--- src/rtl/micro_ondas_pkg.sv ---
// micro_ondas_pkg: shared state encoding, 7-segment table and power limit
package micro_ondas_pkg;

    typedef enum logic [1:0] {
        IDLE    = 2'd0,
        COOKING = 2'd1,
        PAUSED  = 2'd2,
        DONE    = 2'd3
    } state_t;

    // Active-high {g,f,e,d,c,b,a} patterns for digits 0..9
    localparam logic [6:0] SEG_TAB [10] = '{
        7'b0111111, 7'b0000110, 7'b1011011, 7'b1001111, 7'b1100110,
        7'b1101101, 7'b1111101, 7'b0000111, 7'b1111111, 7'b1101111
    };

    localparam logic [6:0] SEG_BLANK = 7'b0000000;
    localparam logic [3:0] MAX_POWER = 4'd10;

endpackage

--- src/rtl/micro_ondas_pwr_if.sv ---
// micro_ondas_pwr_if: keypad/button/door inputs and display/magnetron outputs (beep only with BEEP_EN)
interface micro_ondas_pwr_if #(
    parameter int ND = 3
);
    logic [9:0]      keypad;
    logic            startn;
    logic            stopn;
    logic            door_closed;
    logic [3:0]      power_lvl;
    logic [7*ND-1:0] segs;
    logic            mag_on;
    logic            done;
    logic [1:0]      state;
`ifdef BEEP_EN
    logic            beep;
`endif

    modport master (
        output keypad, startn, stopn, door_closed, power_lvl,
`ifdef BEEP_EN
        input  beep,
`endif
        input  segs, mag_on, done, state
    );

    modport slave (
        input  keypad, startn, stopn, door_closed, power_lvl,
`ifdef BEEP_EN
        output beep,
`endif
        output segs, mag_on, done, state
    );

endinterface

--- src/rtl/bcd_to_7seg.sv ---
// bcd_to_7seg: one BCD digit to an active-high 7-segment pattern, blank for non-BCD codes
module bcd_to_7seg
    import micro_ondas_pkg::*;
(
    input  logic [3:0] bcd,
    output logic [6:0] segs
);

    assign segs = (bcd < 4'd10) ? SEG_TAB[bcd] : SEG_BLANK;

endmodule

--- src/rtl/micro_ondas_pwr.sv ---
// micro_ondas_pwr: microwave controller with BCD countdown, pause/resume and slotted power (optional beep via BEEP_EN)
module micro_ondas_pwr
    import micro_ondas_pkg::*;
#(
    parameter int N_MIN_DIGITS = 1,
    parameter int CLK_PER_SEC  = 10
) (
    input  logic              clock,
    input  logic              clearn,
    micro_ondas_pwr_if.slave  bus
);

    localparam int ND       = N_MIN_DIGITS + 2;
    localparam int SLOT_CYC = CLK_PER_SEC / 10;
    localparam int CW       = $clog2(CLK_PER_SEC);

    logic [9:0]    key_r, key_p;
    logic          start_r, start_p, stop_r, stop_p;
    logic          key_ev, start_ev, stop_ev;
    logic [3:0]    key_val;
    logic [3:0]    dig [ND];
    logic [3:0]    dec [ND];
    logic          time_nz, dec_nz, borrow;
    state_t        state_q;
    logic [CW-1:0] cnt;
    logic          tick, enter_done;
    logic [3:0]    slot, pwr, pwr_eff;
    logic          mag;

    assign key_ev     = (key_p == '0) && $onehot(key_r);
    assign start_ev   = start_p && !start_r;
    assign stop_ev    = stop_p && !stop_r;
    assign tick       = cnt == CW'(CLK_PER_SEC - 1);
    assign slot       = 4'(cnt / CW'(SLOT_CYC));
    assign pwr_eff    = (bus.power_lvl == 4'd0 || bus.power_lvl > MAX_POWER) ? MAX_POWER : bus.power_lvl;
    assign enter_done = state_q == COOKING && bus.door_closed && !stop_ev && tick && !dec_nz;

    // Register the raw buttons once and keep the previous sample for edge detection
    always_ff @(posedge clock or negedge clearn) begin
        if (!clearn) begin
            key_r   <= '0;
            key_p   <= '0;
            start_r <= 1'b0;
            start_p <= 1'b0;
            stop_r  <= 1'b0;
            stop_p  <= 1'b0;
        end else begin
            key_r   <= bus.keypad;
            key_p   <= key_r;
            start_r <= bus.startn;
            start_p <= start_r;
            stop_r  <= bus.stopn;
            stop_p  <= stop_r;
        end
    end

    // Encode the one-hot key into its digit value
    always_comb begin
        key_val = '0;
        for (int k = 0; k < 10; k++)
            if (key_r[k]) key_val = 4'(k);
    end

    // One-second decrement with borrow: sec-tens wraps to 5, every other digit to 9
    always_comb begin
        borrow  = 1'b1;
        time_nz = 1'b0;
        dec_nz  = 1'b0;
        for (int i = 0; i < ND; i++) begin
            dec[i]  = !borrow ? dig[i] : (dig[i] != 4'd0) ? dig[i] - 4'd1 : (i == 1) ? 4'd5 : 4'd9;
            borrow  = borrow && dig[i] == 4'd0;
            time_nz = time_nz || dig[i] != 4'd0;
            dec_nz  = dec_nz || dec[i] != 4'd0;
        end
    end

    // Controller FSM with digit register, tick counter, latched power and registered mag_on
    always_ff @(posedge clock or negedge clearn) begin
        if (!clearn) begin
            state_q <= IDLE;
            dig     <= '{default: '0};
            cnt     <= '0;
            pwr     <= MAX_POWER;
            mag     <= 1'b0;
        end else begin
            mag <= state_q == COOKING && slot < pwr && bus.door_closed;
            case (state_q)
                IDLE: begin
                    if (stop_ev) begin
                        dig <= '{default: '0};
                    end else if (start_ev) begin
                        if (bus.door_closed && time_nz) begin
                            state_q <= COOKING;
                            cnt     <= '0;
                            pwr     <= pwr_eff;
                        end
                    end else if (key_ev) begin
                        for (int i = ND - 1; i > 0; i--) dig[i] <= dig[i-1];
                        dig[0] <= key_val;
                    end
                end
                COOKING: begin
                    if (!bus.door_closed || stop_ev) begin
                        state_q <= PAUSED;
                    end else if (tick) begin
                        cnt <= '0;
                        dig <= dec;
                        if (!dec_nz) state_q <= DONE;
                    end else begin
                        cnt <= cnt + CW'(1);
                    end
                end
                PAUSED: begin
                    if (stop_ev) begin
                        state_q <= IDLE;
                        dig     <= '{default: '0};
                    end else if (start_ev && bus.door_closed) begin
                        state_q <= COOKING;
                        cnt     <= '0;
                        pwr     <= pwr_eff;
                    end
                end
                DONE: begin
                    if (key_ev) begin
                        state_q <= IDLE;
                        dig     <= '{default: '0};
                        dig[0]  <= key_val;
                    end
                end
                default: state_q <= IDLE;
            endcase
        end
    end

`ifdef BEEP_EN
    localparam int BEEP_CYC = 3 * CLK_PER_SEC;
    localparam int BW       = $clog2(BEEP_CYC);

    logic [BW-1:0] beep_cnt;
    logic          beep_q;

    // Beep for three seconds after finishing, silenced early by any user action or door opening
    always_ff @(posedge clock or negedge clearn) begin
        if (!clearn) begin
            beep_q   <= 1'b0;
            beep_cnt <= '0;
        end else if (enter_done) begin
            beep_q   <= 1'b1;
            beep_cnt <= BW'(BEEP_CYC - 1);
        end else if (key_ev || start_ev || stop_ev || !bus.door_closed) begin
            beep_q <= 1'b0;
        end else if (beep_q) begin
            beep_q   <= beep_cnt != '0;
            beep_cnt <= beep_cnt - BW'(1);
        end
    end

    assign bus.beep = beep_q;
`endif

    assign bus.state  = state_q;
    assign bus.done   = state_q == DONE;
    assign bus.mag_on = mag;

    for (genvar g = 0; g < ND; g++) begin : g_seg
        bcd_to_7seg u_seg (
            .bcd  (dig[g]),
            .segs (bus.segs[7*g +: 7])
        );
    end

endmodule

--- src/flat_wrapper.sv ---
// flat-port wrapper written by rule: the top's interface ports become plain ports
module micro_ondas_pwr_flat import micro_ondas_pkg::*;
#(
    parameter int N_MIN_DIGITS = 1,
    parameter int CLK_PER_SEC  = 10
)
  (clock, clearn, bus_keypad, bus_startn, bus_stopn, bus_door_closed, bus_power_lvl, bus_segs, bus_mag_on, bus_done, bus_state);
  micro_ondas_pwr_if bus_i ();
  input  logic clock;
  input  logic clearn;
  input wire logic [$bits(bus_i.keypad)-1:0] bus_keypad;
  input wire logic [$bits(bus_i.startn)-1:0] bus_startn;
  input wire logic [$bits(bus_i.stopn)-1:0] bus_stopn;
  input wire logic [$bits(bus_i.door_closed)-1:0] bus_door_closed;
  input wire logic [$bits(bus_i.power_lvl)-1:0] bus_power_lvl;
  output wire logic [$bits(bus_i.segs)-1:0] bus_segs;
  output wire logic [$bits(bus_i.mag_on)-1:0] bus_mag_on;
  output wire logic [$bits(bus_i.done)-1:0] bus_done;
  output wire logic [$bits(bus_i.state)-1:0] bus_state;
  assign bus_i.keypad = bus_keypad;
  assign bus_i.startn = bus_startn;
  assign bus_i.stopn = bus_stopn;
  assign bus_i.door_closed = bus_door_closed;
  assign bus_i.power_lvl = bus_power_lvl;
  assign bus_segs = bus_i.segs;
  assign bus_mag_on = bus_i.mag_on;
  assign bus_done = bus_i.done;
  assign bus_state = bus_i.state;
  micro_ondas_pwr #(.N_MIN_DIGITS(N_MIN_DIGITS), .CLK_PER_SEC(CLK_PER_SEC)) u_core (.clock(clock), .clearn(clearn), .bus(bus_i));
endmodule
--- config.mk ---
export PLATFORM = sky130hd
export DESIGN_NAME = micro_ondas_pwr_flat
export DESIGN_NICKNAME = d
export VERILOG_FILES = /design/src/rtl/micro_ondas_pkg.sv /design/src/rtl/micro_ondas_pwr_if.sv /design/src/rtl/bcd_to_7seg.sv /design/src/rtl/micro_ondas_pwr.sv /design/src/flat_wrapper.sv
export SDC_FILE = /design/constraint.sdc
export NUM_CORES = 1
export LEC_CHECK = 0
export ABC_AREA = 1
export CORE_MARGIN = 3
export CORE_UTILIZATION = 54
export DETAILED_ROUTE_END_ITERATION = 8
export GPL_TIMING_DRIVEN = 0
export HOLD_SLACK_MARGIN = 0.03
export PLACE_DENSITY = 0.79
export SYNTH_ARGS = -nofsm -noshare
export SYNTH_HDL_FRONTEND = slang
export SYNTH_SLANG_ARGS = --single-unit
export TNS_END_PERCENT = 100
--- constraint.sdc ---
create_clock -name clock -period 5.1 [get_ports clock]
set_input_delay 1.02 -clock clock [delete_from_list [all_inputs] [get_ports clock]]
set_output_delay 1.02 -clock clock [all_outputs]
set_load 0.02 [all_outputs]
==> results.yml, run 1 <==
timing:
  finalHoldViolCount: 0
  relSlewSlack: 0.799
  rsz0062_at_grt: "no"
  finClkSkew_ns: 0.00679
  timing.final.crit_share: 0.747
  fin_setup_tns_ns: 0
  worst_slew_pin_slew_ns: 0.301
  period_minus_slack_ns: 3.81
  slew_viol_final: 0
  setup_viol: 0
  timing.fmax_mhz: 263
grt:
  grt_max_degree: 37
  grt.total_usage: 0.193
  grt_pass1_wl_um: 11300
  antenna_found_initial: 0
  grt_pass1_vias: 2715
  grt-ovfl-total: 0
placed_design:
  place_hpwl_um: 5120
  port_buffers: 43
  dp.cells: 533
  gp_congestion: 0.794
route:
  vias_per_cell: 5.09
  first_iter_violations: 116
  postRouteAntennaNets: 0
  finalWirelength_um: 6280
  via_count: 2753
  first_pass_iters: 4
  drcViolationCount: 0
  post_drt_wl_per_cell_um: 11.6
clock_tree:
  post_cts_buffers: 0
  cts_tree: "yes"
  ctsHtreeMaxLevel: 2
  cts_sinks: 47
  clock_latency_ns: 0.30
  ctsHoldBuffers: 0
  cts_buffer_depth: 2
  cts-buffers-inserted: 5
  clk_pin_slew_worst_paths_ns: 0.08
  root_buffer: "clkbuf_8"
  cts_resized: 0
synthesis:
  yosysTopAreaCell: "dfrtp_1"
  synth_area_um2: 3240
  synthCells: 417
  ys_ff_latch: 47
  synthTopCellsByArea: "dfrtp_1 35%, ha_1 12%, nand2_1 11%"
  async_flop_share: 1.00
  synth-edff-count: 0
  syn_avg_cell_area_um2: 7.77
  yosysMostFrequentCell: "nand2_1"
  ys_seq_area_frac: 0.364
  yosysWarningCount: 0
  synth_top_area_frac: 0.347
  synthTopCellsByCount: "91 x nand2_1, 73 x inv_1, 45 x dfrtp_1, 44 x nor2_1, 31 x ha_1"
  synth_ff_type: "dfrtp_1"
  synth_nets: 473
  synth_cell_type_count: 36
critical_path:
  critPathKind: "reg -> reg"
  arrival_ns: 4.00
  cp_cell_sequence: "inv_1 -> ha_1 -> inv_1 -> fa_1 -> fa_1 -> inv_1 -> fa_1 -> inv_1 -> fa_1 -> o211ai_1 -> nor2_1 -> nand3b_1 -> o21ai_1 -> nand2_4 -> inv_4 -> buf_6 -> nand2_1 -> o21ai_2"
  cp_data_required_time_ns: 5.29
  rrSetupSlack_ns: 1.29
  cp-start-kind: "flip-flop"
  cpPeakStageDelay_ns: 0.52
  cp_max_fo: 10
  crit_slowest_cell: "fa_1"
  crit_path_end_kind: "flip-flop"
power_and_ir_drop:
  power_frac_clock: 0.122
  seqPwrFrac: 0.240
  worst_ir_drop_vdd_v: 0.000329
  p_sw_frac: 0.473
  combPwrFrac: 0.638
  p_sw_mw: 1.07
  internal_power_mw: 1.19
  p_per_area_nw_per_um2: 582
  p_leak_nw: 2.01
final_layout:
  stdcell_count: 541
  nets: 524
  final.fill_count: 471
  syn_to_final_growth_pct: 20.2
  diodes: 0
  utilization: 0.690
  drive_gt1_frac: 0.104
status:
  outcome: "finished clean"
floorplanning:
  fp.dieH_um: 83.5
  coreArea_um2: 5640
  die_x_um: 83.5
  io_pins: 44
  rows: 27
  die_area_um2: 6970
  start_util: 0.574
job:
  maxCapViolCount: 0
worst_hold_path:
  hp-class: "reg -> reg"
==> logic make-up after synthesis <==
group                    synth area share
AO/OA/AOI/OAI                       0.135
XOR/XNOR                          0.00541
flip-flops                          0.364
buffers and inverters               0.106
AND/OR/NAND/NOR                     0.233
adder cells (fa/ha/maj)             0.157
==> stage by stage <==
step | worst slack [ns] | instance area (µm²) | hold WS [ns] | power, mW
final | 1.29 | 3890 | 0.386 | 2.27
after global routing | 1.02 | 3890 | 0.396 | 2.48
after CTS | 1.23 | 3890 | 0.395 | 2.29
after detailed placement | 1.24 | 3780 | 0.371 | 2.00
after global placement | 1.35 | 3760 | 0.363 | 1.96
after floorplan | 1.59 | 3240 | 0.354 | 1.54
==> critical path, delay by kind of cell (launching register included) <==
| family | cells | cell delay [ns] |
|---|---|---|
| AND/OR/NAND/NOR | 4 | 0.47 |
| adder cells (fa/ha/maj) | 5 | 2.06 |
| flip-flops | 1 | 0.41 |
| AO/OA/AOI/OAI | 3 | 0.28 |
| buffers and inverters | 6 | 0.49 |
==> final cells by class <==
type / instances / area [µm²] / share of cell area
tap: 72 / 90.1 / 0.0231
timing repair buffer: 44 / 445 / 0.114
buffer: 5 / 43.8 / 0.0112
sequential: 47 / 1180 / 0.303
clock buffer: 6 / 82.6 / 0.0212
clock inverter: 2 / 35.0 / 0.00900
inverter: 79 / 299 / 0.0768
multi-input combinational: 286 / 1720 / 0.442
==> final timing paths <==
path	from	endpoint	depth (start not counted)
setup / recovery	u_core.key_r[4]$_DFF_PN0_	u_core.dig[1]$_DFFE_PN0P_	18
hold / removal	u_core.start_r$_DFF_PN0_	u_core.start_p$_DFF_PN0_	0
setup reg to reg	u_core.key_r[4]$_DFF_PN0_	u_core.dig[1]$_DFFE_PN0P_	18
hold reg to reg	u_core.start_r$_DFF_PN0_	u_core.start_p$_DFF_PN0_	0
max in group asynchronous	clearn	u_core.pwr[1]$_DFFE_PN1P_	2
min in group asynchronous	clearn	u_core.key_p[8]$_DFF_PN0_	1
==> registers in the layout (all words and copies together), names as in the netlist <==
name	cells
u_core.dig	12
u_core.bus.state	2
u_core.pwr	4
u_core.stop_r	1
u_core.start_p	1
u_core.start_r	1
u_core.cnt	4
u_core.key_p	10
u_core.stop_p	1
u_core.key_r	10
u_core.bus.mag_on	1
==> metal layers <==
| layer | global-route usage | routed length [µm] | share of wire |
|---|---|---|---|
| met4 | 0.0570 | 59 | 0.0094 |
| met3 | 0.0375 | 307 | 0.049 |
| met5 | 0 | 0 | 0 |
| met2 | 0.355 | 3170 | 0.51 |
| met1 | 0.226 | 2740 | 0.44 |
==> power by group through the flow <==
stage / sequential [mW] / combinational, mW / clock [mW]
2_1_floorplan: 0.541 / 0.994 / 0
5_1_grt: 0.558 / 1.62 / 0.299
3_5_place_dp: 0.550 / 1.45 / 0
6_report: 0.545 / 1.45 / 0.277
4_1_cts: 0.543 / 1.46 / 0.285
3_3_place_gp: 0.546 / 1.42 / 0
==> layout by cell type, fill, tap and decap left out, drive strengths merged, types with 2 or more instances in the layout <==
master	n
nand2	96
inv	79
nor2	53
dfrtp	45
clkdlybuf4s50	42
o21ai	40
ha	31
nand3	19
a21oi	16
clkbuf	7
o22ai	6
fa	6
buf	6
nor3	3
o211ai	3
a31oi	2
nand4	2
xor2	2
dfstp	2
Power figures use the tool's default switching activity.
==> run 2: changes to the inputs <==
==> constraint.sdc (replaced) <==
create_clock -name clock -period 3.57 [get_ports clock]
set_input_delay 0.714 -clock clock [delete_from_list [all_inputs] [get_ports clock]]
set_output_delay 0.714 -clock clock [all_outputs]
set_load 0.02 [all_outputs]
==> run 2 against run 1 <==
The run now ends with setup timing left. Non-clock buffer count grew 13. Fmax grew 5.2%. Sequential share of layout area shrank 1.6 points. Register-to-register slack lost 1.3 ns. Clock skew grew 0.0014 ns. Critical path depth is the same. Critical path type unchanged. Design area grew 5.6%. Core utilization grew 3.8 points.
==> results.yml, run 2 (synthesized netlist as in run 1, its figures left out) <==
status:
  outcome: "complete, but fails checks"
  violations: "setup timing"
timing:
  slew_viol_final: 0
  finalWorstSetupSlack_ns: -0.0496
  rsz0062_at_grt: "yes"
  fin_setup_tns_ns: -0.411
  relSlewSlack: 0.775
  period_minus_slack_ns: 3.62
  worst_slew_pin_slew_ns: 0.338
  finClkSkew_ns: 0.00816
  timing.final.crit_share: 1.01
  finalHoldViolCount: 0
  setup_viol: 13
  whs_ns: 0.291
  timing.fmax_mhz: 276
grt:
  antenna_found_initial: 0
  grt_max_degree: 37
  grt_pass1_wl_um: 11800
  grt-ovfl-total: 0
  grt.total_usage: 0.202
  grt_pass1_vias: 2790
critical_path:
  rrSetupSlack_ns: -0.05
  cp_cell_sequence: "ha_1 -> inv_2 -> fa_1 -> fa_1 -> inv_2 -> fa_2 -> inv_2 -> fa_1 -> o211ai_1 -> nor2_1 -> nand3b_1 -> buf_4 -> nand2_2 -> nand2_2 -> nor2_4 -> nand2_1 -> nand2_1 -> nand2_1"
  crit_path_end_kind: "flip-flop"
  r2r_end: "u_core.bus.state[0]$_DFFE_PN0P_"
  timing.rr.start: "u_core.key_r[0]$_DFF_PN0_"
  crit_slowest_cell: "fa_1"
  cp-start-kind: "flip-flop"
  cp_data_required_time_ns: 3.77
  arrival_ns: 3.82
  cp_max_fo: 3
  critPathKind: "reg -> reg"
  r2r_cells: 18
  cpPeakStageDelay_ns: 0.55
  startpoint: "u_core.key_r[0]$_DFF_PN0_"
placed_design:
  place_ws_ns: -0.288
  dp.cells: 533
  port_buffers: 43
  place_hpwl_um: 5120
  placed_area_um2: 3780
  gp_congestion: 0.794
route:
  post_drt_wl_per_cell_um: 12.4
  finalWirelength_um: 6880
  first_iter_violations: 124
  vias_per_cell: 5.11
  drcViolationCount: 0
  via_count: 2831
  postRouteAntennaNets: 0
  first_pass_iters: 5
final_layout:
  diodes: 0
  largest_register_ffs: 12
  seqCellArea_um2: 1180
  final_cell_area_um2: 4110
  utilization: 0.729
  drive_gt1_frac: 0.178
  final_cell_mix: "78 x nand2_1, 69 x inv_1, 45 x dfrtp_1, 43 x nor2_1, 42 x clkdlybuf4s50_1"
  multiInputGateArea_um2: 1800
  top_register: "u_core.dig"
  syn_to_final_growth_pct: 26.8
  final.fill_count: 434
  reg.largest.list: "u_core.dig (12), u_core.key_p (10), u_core.key_r (10)"
  nets: 537
  final_common_cell: "nand2_1"
  stdcell_count: 554
clock_tree:
  cts_sinks: 47
  ctsHoldBuffers: 0
  root_buffer: "clkbuf_8"
  clock_latency_ns: 0.30
  ctsHtreeMaxLevel: 2
  cts_tree: "yes"
  cts_buffer_depth: 2
  clk_pin_slew_worst_paths_ns: 0.09
  cts-buffers-inserted: 5
floorplanning:
  rows: 27
  coreArea_um2: 5640
  die_area_um2: 6970
  start_util: 0.574
  die_x_um: 83.5
  fp.dieH_um: 83.5
  io_pins: 44
worst_hold_path:
  hp-class: "in -> async"
power_and_ir_drop:
  finalPower_mw: 3.54
  p_leak_nw: 2.11
  worst_ir_drop_vdd_v: 0.000483
  p_per_area_nw_per_um2: 861
job:
  maxCapViolCount: 0
run 2: changes by cell type in the layout (fill, tap and decap cells not counted), sizes merged:
cell	previous run	this run
buf	6	19
run 2: worst max-delay path, delay by kind of cell, from the launching register on:
| kind | cells | cell delay [ns] |
|---|---|---|
| AOI/OAI and AO/OA | 1 | 0.09 |
| DFF | 1 | 0.38 |
| and+or+nand+nor | 8 | 0.74 |
| buffers and inverters | 4 | 0.35 |
| adders and majority gates | 5 | 1.96 |
run 2: worst max-delay path by stage:
stage                                       to  slack, ns  depth (start not counted)
2_1_floorplan        u_core.dig[1]$_DFFE_PN0P_       0.06                         18
3_3_place_gp         u_core.dig[1]$_DFFE_PN0P_      -0.18                         18
3_5_place_dp         u_core.dig[1]$_DFFE_PN0P_      -0.29                         18
4_1_cts              u_core.dig[1]$_DFFE_PN0P_      -0.09                         18
5_1_grt        u_core.bus.state[0]$_DFFE_PN0P_      -0.25                         18
6_report       u_core.bus.state[0]$_DFFE_PN0P_      -0.05                         18
run 2: final cells by class:
cell class / instances / share of cell area
sequential: 47 / 0.287
timing repair buffer: 57 / 0.141
clock inverter: 2 / 0.00852
inverter: 79 / 0.0734
multi-input combinational: 286 / 0.437
tap: 72 / 0.0219
buffer: 5 / 0.0116
clock buffer: 6 / 0.0201
run 2: repair_timing:
| action | CTS | global route |
|---|---|---|
| buffers inserted | 11 | 1 |
| pin swaps | 4 | 8 |
| endpoints found under the setup margin | 14 | 14 |
| gates resized for setup | 28 | 12 |
| cloned | 1 | 0 |
| hold endpoints to repair | 0 | 0 |
run 2: routing by layer:
layer / up-vias / track usage / share of wire
li1: 1441 / - / -
met1: 1308 / 0.237 / 0.43
met2: 72 / 0.370 / 0.50
met3: 10 / 0.0405 / 0.055
met4: 0 / 0.0629 / 0.014
met5: - / 0 / 0
run 2: power breakdown:
part           internal, mW  switching, mW  leakage, nW
sequential            0.652          0.131        0.577
clock                 0.227          0.173       0.0612
combinational         0.984           1.37         1.47
total                  1.86           1.68         2.11
